==> src/rtl/router_fifo.sv <==
// Per-port router output FIFO: 9-bit entries (header flag + byte), wrap-bit
// pointers and a packet-length counter that zeroes data_out once a packet drains.
module router_fifo #(
    parameter int DEPTH = 16,
    parameter int AW    = 4
) (
    input  logic       clock,
    input  logic       reset,
    input  logic       soft_reset,
    input  logic       write_enb,
    input  logic       read_enb,
    input  logic       lfd_state,
    input  logic [7:0] data_in,
    output logic [7:0] data_out,
    output logic       full,
    output logic       empty
);

    logic [8:0]  mem_q [DEPTH];
    logic [AW:0] wr_ptr_q, wr_ptr_d;
    logic [AW:0] rd_ptr_q, rd_ptr_d;
    logic [6:0]  count_q, count_d;
    logic [7:0]  data_out_q, data_out_d;
    logic        lfd_q;
    logic        wr_ok_s;
    logic        rd_ok_s;
    logic [8:0]  rd_entry_s;

    assign empty      = (wr_ptr_q == rd_ptr_q);
    assign full       = (wr_ptr_q[AW-1:0] == rd_ptr_q[AW-1:0]) &&
                        (wr_ptr_q[AW] != rd_ptr_q[AW]);
    assign wr_ok_s    = write_enb && !full;
    assign rd_ok_s    = read_enb && !empty;
    assign rd_entry_s = mem_q[rd_ptr_q[AW-1:0]];
    assign data_out   = data_out_q;

    // Next-state for pointers, packet counter and read data.
    always_comb begin
        wr_ptr_d   = wr_ptr_q;
        rd_ptr_d   = rd_ptr_q;
        count_d    = count_q;
        data_out_d = data_out_q;
        if (wr_ok_s) begin
            wr_ptr_d = wr_ptr_q + (AW+1)'(1);
        end else begin
            wr_ptr_d = wr_ptr_q;
        end
        if (rd_ok_s) begin
            rd_ptr_d   = rd_ptr_q + (AW+1)'(1);
            data_out_d = rd_entry_s[7:0];
            // Header carries payload length in [7:2]; +1 accounts for the parity byte.
            if (rd_entry_s[8]) begin
                count_d = {1'b0, rd_entry_s[7:2]} + 7'd1;
            end else if (count_q != 7'd0) begin
                count_d = count_q - 7'd1;
            end else begin
                count_d = 7'd0;
            end
        end else if (count_q == 7'd0) begin
            data_out_d = 8'd0;
        end else begin
            data_out_d = data_out_q;
        end
    end

    // Control registers with hard and soft reset.
    always_ff @(posedge clock) begin
        if (reset || soft_reset) begin
            wr_ptr_q   <= '0;
            rd_ptr_q   <= '0;
            count_q    <= 7'd0;
            data_out_q <= 8'd0;
            lfd_q      <= 1'b0;
        end else begin
            wr_ptr_q   <= wr_ptr_d;
            rd_ptr_q   <= rd_ptr_d;
            count_q    <= count_d;
            data_out_q <= data_out_d;
            lfd_q      <= lfd_state;
        end
    end

    // Storage array; only a hard reset clears its contents.
    always_ff @(posedge clock) begin
        if (reset) begin
            for (int i = 0; i < DEPTH; i++) begin
                mem_q[i] <= 9'd0;
            end
        end else if (!soft_reset && wr_ok_s) begin
            mem_q[wr_ptr_q[AW-1:0]] <= {lfd_q, data_in};
        end
    end

endmodule
==> config.mk <==
export PLATFORM = sky130hd
export DESIGN_NAME = router_fifo
export DESIGN_NICKNAME = d
export VERILOG_FILES = /design/src/rtl/router_fifo.sv
export SDC_FILE = /design/constraint.sdc
export NUM_CORES = 1
export LEC_CHECK = 0
export ABC_AREA = 1
export BUFFER_PORTS_ARGS = -buffer_cell sky130_fd_sc_hd__clkbuf_2
export CAP_MARGIN = 20
export CORE_MARGIN = 1.5
export CORE_UTILIZATION = 60
export CTS_BUF_LIST = sky130_fd_sc_hd__clkbuf_8
export CTS_CLUSTER_DIAMETER = 50
export DETAILED_ROUTE_END_ITERATION = 6
export MAX_ROUTING_LAYER = met4
export PLACE_DENSITY = 0.77
export SYNTH_ARGS = -nofsm -noshare
export SYNTH_HDL_FRONTEND = slang
export SYNTH_SLANG_ARGS = --single-unit
==> constraint.sdc <==
create_clock -name clock -period 2.2 [get_ports clock]
set_clock_uncertainty 0.1 [all_clocks]
set_input_delay 0.22 -clock clock [delete_from_list [all_inputs] [get_ports clock]]
set_output_delay 0.22 -clock clock [all_outputs]
set_load 0.05 [all_outputs]
==> results of run 1 <==
## power breakdown
group	internal (mW)	switching, mW	total [mW]
combinational	0.198	0.424	0.621
clock	0.819	1.29	2.11
sequential	3.66	0.0410	3.70
total	4.67	1.75	6.43
## cells by family after synthesis
group / after synthesis / synth area share [%]
compound gates: 97 / 6.66
simple gates: 486 / 24.6
xor+xnor: 7 / 0.747
flops: 174 / 60.0
fa+ha+maj: 8 / 1.22
buf+inv: 125 / 6.74
## per-stage QoR
stage               utilization, %  TNS (ps)  setup slack (ps)  instance area (µm²)
finish                        69.9         0              93.3                 9290
global route                  69.9         0              6.03                 9290
CTS                           69.1         0              32.1                 9180
detailed placement            66.3         0              59.6                 8810
global placement              66.3         0               148                 8810
floorplan                        -      -719             -11.7                 8230
## routing by layer
layer  vias up  part of all wire [%]
met3        59                   7.8
met2       292                    50
met5         -                     0
met4         0                   3.1
met1      3019                    40
li1       3047                     -
## worst min-delay path, stage by stage
cell      delay (ps)
clkbuf_2          80
nand2_1          100
buf_4            130
a21oi_1           50
## sequential cells by signal (all words and copies together), names as in the netlist, named ones only
name / count
mem_q: 144
data_out: 8
count_q: 7
rd_ptr_q: 5
wr_ptr_q: 5
lfd_q: 1
## cells in the final DEF (no fill, tap or decap), types with 3 or more instances in the layout
cell	n
xnor2_1	6
inv_6	7
clkbuf_16	3
a31oi_1	4
nand2_1	174
clkbuf_8	17
inv_2	5
a22oi_1	4
a21oi_1	36
nor2_4	6
inv_1	77
buf_12	11
o21ai_1	13
nand2_2	27
o21ai_0	25
nand3_1	68
edfxtp_1	144
clkbuf_2	22
dfxtp_1	29
buf_4	35
clkinv_1	3
inv_8	3
ha_1	8
o211ai_1	8
nor2_1	199
## area by class of cell
cell class                 count  share of cell area [%]
tap                          176                    2.37
inverter                      85                    3.49
clock buffer                  17                    2.52
clock inverter                15                    1.37
timing repair buffer          73                    7.35
sequential                   174                    53.0
multi-input combinational    598                    29.9
## final timing paths
path | from | endpoint | slack, ps
hold / removal | write_enb | wr_ptr_q[1]$_SDFFE_PP0P_ | 40
setup reg to reg | register | count_q[2]$_SDFFE_PP0P_ | 120
setup / recovery | wr_ptr_q[3]$_SDFFE_PP0P_ | empty | 90
hold reg to reg | data_out[4]$_SDFFE_PP0P_ | data_out[4]$_SDFFE_PP0P_ | 370
## repair_timing
action | 4_1_cts | 5_1_grt
hold buffers | 1 | 0
resized for setup | 0 | 13
hold endpoints to repair | 1 | 0
setup endpoints to repair | 0 | 55
==> flow_metrics.env, run 1 <==
export IMPL_drv_cap=0
export IMPL_synth_most_common_cell="nor2_1"
export IMPL_maxSlewViolCount=0
export IMPL_die_x_um=120
export IMPL_rr_worst_depth=11
export IMPL_hold_path_class="primary input to register"
export IMPL_nNetsFinal=971
export IMPL_grt_start_max_net_pins=65
export IMPL_p_total_mw=6.43
export IMPL_dp_cells=1102
export IMPL_wl_um=20100
export IMPL_worst_endpoint_arrival_ps=1790
export IMPL_synth_edf_count=144
export IMPL_synth_distinct_cells=37
export IMPL_core_area_um2=13300
export IMPL_htree_levels=4
export IMPL_worstMarginPinSlew_ps=772
export IMPL_final_cells=1138
export IMPL_fmax_ghz=0.475
export IMPL_drive_gt1_share_pct=15.6
export IMPL_root_buffer="clkbuf_8"
export IMPL_routed_via_density=5.64
export IMPL_avgSynthCellArea_um2=9.15
export IMPL_ys_ff_latch=174
export IMPL_worstPathMaxFanout=5
export IMPL_drtAntennaViolNets=0
export IMPL_crit_chain="xnor2_1, nand4_1, or2_1, inv_1, buf_2"
export IMPL_vias=6417
export IMPL_final_hold_viol_count=0
export IMPL_synth_common_cells="nor2_1, nand2_1, edfxtp_1"
export IMPL_drt_iter0_drc=874
export IMPL_required_ps=1880
export IMPL_yosys_warnings=0
export IMPL_grt_use_met2_pct=46.5
export IMPL_crit_slowest_cell="dfxtp_1"
export IMPL_antenna_cells=0
export IMPL_peakVddDrop_mv=0.636
export IMPL_cts_buffers=17
export IMPL_path_class="register to primary output"
export IMPL_cts_setup_buffers=0
export IMPL_hold_ws_ps=43.1
export IMPL_crit_buf_inv=2
export IMPL_setup_viol=0
export IMPL_cts_sinks=174
export IMPL_yosys_area_top_type_share_pct=52.7
export IMPL_yosys_area_top_type="edfxtp_1"
export IMPL_drc=0
export IMPL_status="finished clean"
export IMPL_fin_crit_ps=2110
export IMPL_fin_crit_sh_pct=95.8
export IMPL_io_pins=24
export IMPL_wl_per_cell_um=17.6
export IMPL_grt_met1_usage_pct=37.0
export IMPL_grtUsageMet3_pct=5.04
export IMPL_insertion_delay_ps=480
export IMPL_regArea_um2=4930
export IMPL_tritoncts="yes"
export IMPL_startpoint_type="register"
export IMPL_busiest_layer="met2"
export IMPL_gr_total_overflow=0
export IMPL_multi_input_area_um2=2780
export IMPL_die_h_um=120
export IMPL_clockBufferDepth=2
export IMPL_grt_pass1_wl_um=30900
export IMPL_path_depth=5
export IMPL_buffer_ports_inserted=23
export IMPL_async_reset_ff_share_pct=0
export IMPL_nFillCells=1029
export IMPL_p_per_area_nw_per_um2=692
export IMPL_die_area_um2=14400
export IMPL_syn_cell_area_um2=8210
export IMPL_syn_to_final_growth_pct=13.2
export IMPL_synth_seq_area_share_pct=60.0
export IMPL_track_usage_pct=29.3
export IMPL_first_pass_iters=5
export IMPL_synth_ff_type="edfxtp_1"
export IMPL_clk_pin_slew_worst_paths_ps=100
export IMPL_path_delay_family="flip-flops"
export IMPL_slew_headroom_pct=48.5
export IMPL_hold_path_depth=4
export IMPL_crit_path_end_kind="primary output"
export IMPL_critPathMaxStageDelay_ps=430
export IMPL_p_leak_nw=3.88
export IMPL_synth_area_leaders="edfxtp_1, nor2_1, nand2_1"
export IMPL_antenna_found_initial=0
export IMPL_hpwl_um=13000
export IMPL_rows=42
export IMPL_syn_nets=919
export IMPL_rsz0062_at_grt="no"
export IMPL_start_util_pct=61.7
export IMPL_grt_pass1_vias=6141
export IMPL_place_gp_congestion=0.904
export IMPL_syn_inst=897
Power figures use the tool's default switching activity.
==> run 2: changes to the inputs <==
CORE_ASPECT_RATIO = 0.7   (was unset)
HOLD_SLACK_MARGIN = 0.08   (was unset)
==> flow_metrics.env, run 2 (synthesis results as in run 1) <==
export IMPL_setup_viol=0
export IMPL_place_gp_congestion=0.965
export IMPL_antenna_found_initial=0
export IMPL_largest_reg_flops=144
export IMPL_first_pass_iters=5
export IMPL_cts_sinks=174
export IMPL_fin_crit_ps=2140
export IMPL_hold_path_class="primary input to register"
export IMPL_buffer_ports_inserted=23
export IMPL_root_buffer="clkbuf_8"
export IMPL_worstPathMaxFanout=18
export IMPL_combPwrFrac_pct=9.6
export IMPL_wl_per_cell_um=18.2
export IMPL_cts_buffers=17
export IMPL_peakVddDrop_mv=0.523
export IMPL_maxSlewViolCount=0
export IMPL_fin_crit_sh_pct=97.2
export IMPL_p_int_mw=4.97
export IMPL_drc=0
export IMPL_p_leak_nw=3.90
export IMPL_drt_iter0_drc=882
export IMPL_p_per_area_nw_per_um2=709
export IMPL_switching_share_pct=24.8
export IMPL_track_usage_pct=31.3
export IMPL_slew_headroom_pct=65.3
export IMPL_startpoint_type="register"
export IMPL_routed_via_density=5.69
export IMPL_gr_total_overflow=0
export IMPL_setup_ws_ps=62.3
export IMPL_drive_gt1_share_pct=16.7
export IMPL_core_area_um2=13300
export IMPL_rows=35
export IMPL_die_x_um=143
export IMPL_grt_pass1_wl_um=32000
export IMPL_die_area_um2=14400
export IMPL_grt_start_max_net_pins=42
export IMPL_p_clk_share_pct=34.4
export IMPL_crit_path_end_kind="register"
export IMPL_fmax_ghz=0.468
export IMPL_status="finished clean"
export IMPL_drv_cap=0
export IMPL_required_ps=2490
export IMPL_drtAntennaViolNets=0
export IMPL_multi_input_area_um2=2800
export IMPL_clockBufferDepth=2
export IMPL_seqPwrFrac_pct=56.0
export IMPL_layout_common_cells="nor2_1, nand2_1, edfxtp_1"
export IMPL_wl_um=21000
export IMPL_path_class="register to register"
export IMPL_tritoncts="yes"
export IMPL_antenna_cells=0
export IMPL_htree_levels=4
export IMPL_vias=6565
export IMPL_io_pins=24
export IMPL_p_total_mw=6.61
export IMPL_die_h_um=101
export IMPL_insertion_delay_ps=460
export IMPL_start_util_pct=61.9
export IMPL_worst_endpoint_arrival_ps=2430
export IMPL_clk_pin_slew_worst_paths_ps=90
export IMPL_regArea_um2=4930
export IMPL_final_hold_viol_count=0
export IMPL_nFillCells=1011
export IMPL_r2r_slack_ps=60
export IMPL_regMostFlops="mem_q"
export IMPL_grt_pass1_vias=5980
export IMPL_mostFrequentLayoutCell="nor2_1"
export IMPL_dpl_worst_slack_ps=35.3
export IMPL_hpwl_um=13500
export IMPL_worstMarginPinSlew_ps=519
export IMPL_syn_to_final_growth_pct=13.7
export IMPL_nNetsFinal=977
export IMPL_p_switching_mw=1.64
## run 2: changes by cell type in the layout (fill, tap and decap cells not counted), moves of 4 or more
cell	delta
nand2_2	+5
buf_12	-4
buf_4	+11
nand2_1	-6
inv_6	-4
## run 2: layout make-up
cell class              count  area share, %
multi-input cells         598           29.9
clock inverters            15           1.82
clock buffers              17           2.51
inverters                  85           3.49
flip-flops and latches    174           52.8
well taps                 185           2.48
repair buffers             79           6.94
## run 2: worst max-delay path, cell delays in order (launching register included)
cell and delay (ps):
dfxtp_4 380, inv_4 120, buf_12 170, nor2_1 60
nor2_1 90, o21ai_0 120, o211ai_1 120, nand3_1 200
nand2_2 260, inv_2 90, nand2_1 60, nand2_1 40
inv_1 50, nand2_1 60, a21oi_2 120
## run 2: path summary, 6_finish.rpt
kind / from / endpoint / depth (start not counted)
max: register / count_q[5]$_SDFFE_PP0P_ / 14
min: read_enb / rd_ptr_q[2]$_SDFFE_PP0P_ / 5
max reg2reg: register / count_q[5]$_SDFFE_PP0P_ / 14
min reg2reg: data_out[6]$_SDFFE_PP0P_ / data_out[6]$_SDFFE_PP0P_ / 2
## run 2: power groups by stage
stage          registers (mW)  logic (mW)  clock network (mW)
2_1_floorplan            3.77       0.381                   0
3_3_place_gp             3.77       0.586                   0
6_report                 3.70       0.635                2.28
5_1_grt                  3.71       0.687                2.40
3_5_place_dp             3.78       0.592                   0
4_1_cts                  3.70       0.599                2.29
## run 2: stage by stage
stage          cells  util, %  cell area, µm²  setup TNS [ps]  hold slack (ps)
6_report        1153     70.3            9330               0              107
5_1_grt         1153     70.3            9330            -111              134
4_1_cts         1151     69.6            9230               0             97.9
3_5_place_dp    1117     66.4            8800               0              327
3_3_place_gp    1117     66.4            8800               0              327
2_1_floorplan    897        -            8230            -719              232
## run 2: what timing repair did
action                                  4_1_cts  5_1_grt
buffers inserted                              0        1
endpoints found under the hold margin         2        0
resized for setup                             0       25
endpoints found under the setup margin        0      219
hold buffers                                  2        0
## run 2: layer usage
metal / wire, µm / track usage (%) / part of all wire, % / vias up
li1: - / - / - / 3057
met1: 8910 / 44.5 / 43 / 3047
met2: 9140 / 44.6 / 44 / 412
met3: 2460 / 7.93 / 12 / 49
met4: 446 / 9.52 / 2.1 / 0
met5: 0 / - / 0 / -
==> run 3: changes to the inputs <==
ABC_AREA = unset   (was 1)
CORE_ASPECT_RATIO = 1.2   (was 0.7)
==> flow_metrics.env, run 3 <==
export IMPL_worstPathMaxFanout=6
export IMPL_synth_common_cells="and2_1, edfxtp_1, mux4_2"
export IMPL_dp_cells=797
export IMPL_cts_buffers=17
export IMPL_startpoint_type="register"
export IMPL_worst_endpoint_arrival_ps=2670
export IMPL_ys_ff_latch=174
export IMPL_synth_most_common_cell="and2_1"
export IMPL_track_usage_pct=28.5
export IMPL_peakVddDrop_mv=0.453
export IMPL_routed_via_density=6.02
export IMPL_p_leak_nw=3.45
export IMPL_mostFrequentLayoutCell="and2_1"
export IMPL_syn_to_final_growth_pct=15.7
export IMPL_vias=5030
export IMPL_syn_inst=582
export IMPL_path_delay_family="compound AO/OA/AOI/OAI gates"
export IMPL_syn_nets=604
export IMPL_wl_per_cell_um=21.5
export IMPL_crit_path_end_kind="register"
export IMPL_crit_slowest_cell="mux4_2"
export IMPL_avgSynthCellArea_um2=13.8
export IMPL_final_hold_viol_count=0
export IMPL_setup_ws_ps=-185
export IMPL_placed_cell_area_um2=8660
export IMPL_required_ps=2490
export IMPL_grt_met1_usage_pct=33.9
export IMPL_clockBufferDepth=2
export IMPL_dpl_worst_slack_ps=-174
export IMPL_antenna_found_initial=0
export IMPL_regArea_um2=4930
export IMPL_drtAntennaViolNets=0
export IMPL_synth_distinct_cells=41
export IMPL_hold_path_depth=4
export IMPL_regMostFlops="mem_q"
export IMPL_die_h_um=130
export IMPL_clk_pin_slew_worst_paths_ps=90
export IMPL_failed_checks="setup timing"
export IMPL_path_depth=7
export IMPL_fmax_ghz=0.419
export IMPL_hpwl_um=12100
export IMPL_grt_pass1_wl_um=27600
export IMPL_path_class="register to register"
export IMPL_synth_ff_type="edfxtp_1"
export IMPL_antenna_cells=0
export IMPL_slew_headroom_pct=62.6
export IMPL_fin_crit_ps=2380
export IMPL_core_area_um2=13100
export IMPL_multi_input_area_um2=3060
export IMPL_grt_start_max_net_pins=25
export IMPL_place_gp_congestion=0.848
export IMPL_largest_reg_flops=144
export IMPL_yosys_warnings=0
export IMPL_drt_iter0_drc=415
export IMPL_busiest_layer="met2"
export IMPL_grtUsageMet3_pct=5.99
export IMPL_nNetsFinal=677
export IMPL_insertion_delay_ps=470
export IMPL_async_reset_ff_share_pct=0
export IMPL_drive_gt1_share_pct=28.3
export IMPL_nFillCells=881
export IMPL_maxSlewViolCount=0
export IMPL_p_per_area_nw_per_um2=684
export IMPL_rsz0062_at_grt="yes"
export IMPL_synth_area_leaders="edfxtp_1, and2_1, mux4_2"
export IMPL_crit_chain="buf_12, mux4_2, a22o_1, a221oi_4, buf_4, nand4b_1, a31oi_1"
export IMPL_gr_total_overflow=0
export IMPL_utilization_pct=70.7
export IMPL_rr_worst_depth=7
export IMPL_worstMarginPinSlew_ps=559
export IMPL_die_x_um=109
export IMPL_grt_pass1_vias=5096
export IMPL_hold_path_class="primary input to register"
export IMPL_syn_cell_area_um2=8020
export IMPL_wl_um=17900
export IMPL_die_area_um2=14100
export IMPL_buffer_ports_inserted=23
export IMPL_yosys_area_top_type="edfxtp_1"
export IMPL_start_util_pct=61.1
export IMPL_final_cell_area_um2=9280
export IMPL_tritoncts="yes"
export IMPL_root_buffer="clkbuf_8"
export IMPL_rows=46
export IMPL_crit_buf_inv=2
export IMPL_io_pins=24
export IMPL_cts_sinks=174
export IMPL_htree_levels=4
export IMPL_synth_seq_area_share_pct=61.4
export IMPL_grt_use_met2_pct=46.7
export IMPL_drc=0
export IMPL_yosys_area_top_type_share_pct=53.9
export IMPL_final_cells=835
export IMPL_first_pass_iters=5
export IMPL_fin_crit_sh_pct=108
export IMPL_status="complete, but fails checks"
export IMPL_synth_edf_count=144
export IMPL_setup_viol=8
export IMPL_layout_common_cells="and2_1, edfxtp_1, buf_4"
export IMPL_critPathMaxStageDelay_ps=500
export IMPL_drv_cap=0
[run 3: cell types whose count changed after synthesis, moves of 10 or more]
cell,previous run,this run
nand2_2,19,0
inv_1,78,4
o21ai_1,13,2
o21ai_0,25,3
buf_2,16,6
nor2_1,200,35
or2_2,1,17
a21oi_1,36,14
mux4_2,0,38
nand3_1,69,14
and2_1,0,147
nand2_1,183,22
[run 3: layer usage]
layer	up-vias	share of wire [%]
li1	2265	-
met1	2509	39
met2	214	52
met3	42	5.8
met4	0	3.4
met5	-	0
[run 3: cell families (layout without fill, tap and decap cells)]
| family | Yosys count | in the layout | synth area share, % |
|---|---|---|---|
| flip-flops | 174 | 174 | 61.4 |
| buffers and inverters | 36 | 121 | 2.11 |
| adder cells (fa/ha/maj) | 8 | 8 | 1.25 |
| AO/OA/AOI/OAI | 49 | 49 | 4.34 |
| XOR/XNOR | 18 | 18 | 1.97 |
| multiplexers | 39 | 39 | 10.8 |
| AND/OR/NAND/NOR | 258 | 258 | 18.1 |
[run 3: worst paths after layout]
| check | from | to | slack, ps |
|---|---|---|---|
| max | register | count_q[6]$_SDFFE_PP0P_ | -180 |
| min | read_enb | register | 130 |
| min reg2reg | data_out[2]$_SDFFE_PP0P_ | data_out[2]$_SDFFE_PP0P_ | 370 |
| max reg2reg | register | count_q[6]$_SDFFE_PP0P_ | -180 |
[run 3: metrics by stage]
step / hold slack, ps / power, mW / setup TNS (ps)
CTS: 107 / 6.35 / -835
global placement: 344 / 4.14 / -702
global route: 168 / 6.53 / -1480
floorplan: 242 / 3.99 / -1440
finish: 131 / 6.35 / -960
detailed placement: 349 / 4.16 / -966
[run 3: worst reg2reg max path, cell delays in order (launching register included)]
cell and delay, ps:
dfxtp_4 400, buf_12 140, mux4_2 500, a22o_1 270, a221oi_4 310, buf_4 200, nand4b_1 150, a31oi_1 240
[run 3: timing repair]
action | in CTS | in global routing
cloned | 1 | 0
pin swaps | 10 | 6
setup endpoints to repair | 20 | 68
gates resized for setup | 13 | 23
buffers inserted | 4 | 1
hold buffers | 2 | 0
endpoints found under the hold margin | 1 | 0
[run 3: cell type report]
class                      count  area share [%]
multi-input combinational    372            33.0
inverter                       4           0.162
clock inverter                14            1.69
clock buffer                  17            2.52
sequential                   174            53.1
timing repair buffer          86            7.23
tap                          168            2.27
[run 3: where the power goes]
group	switching, mW	internal (mW)
clock network	1.12	1.10
registers	0.0379	3.65
logic	0.255	0.179
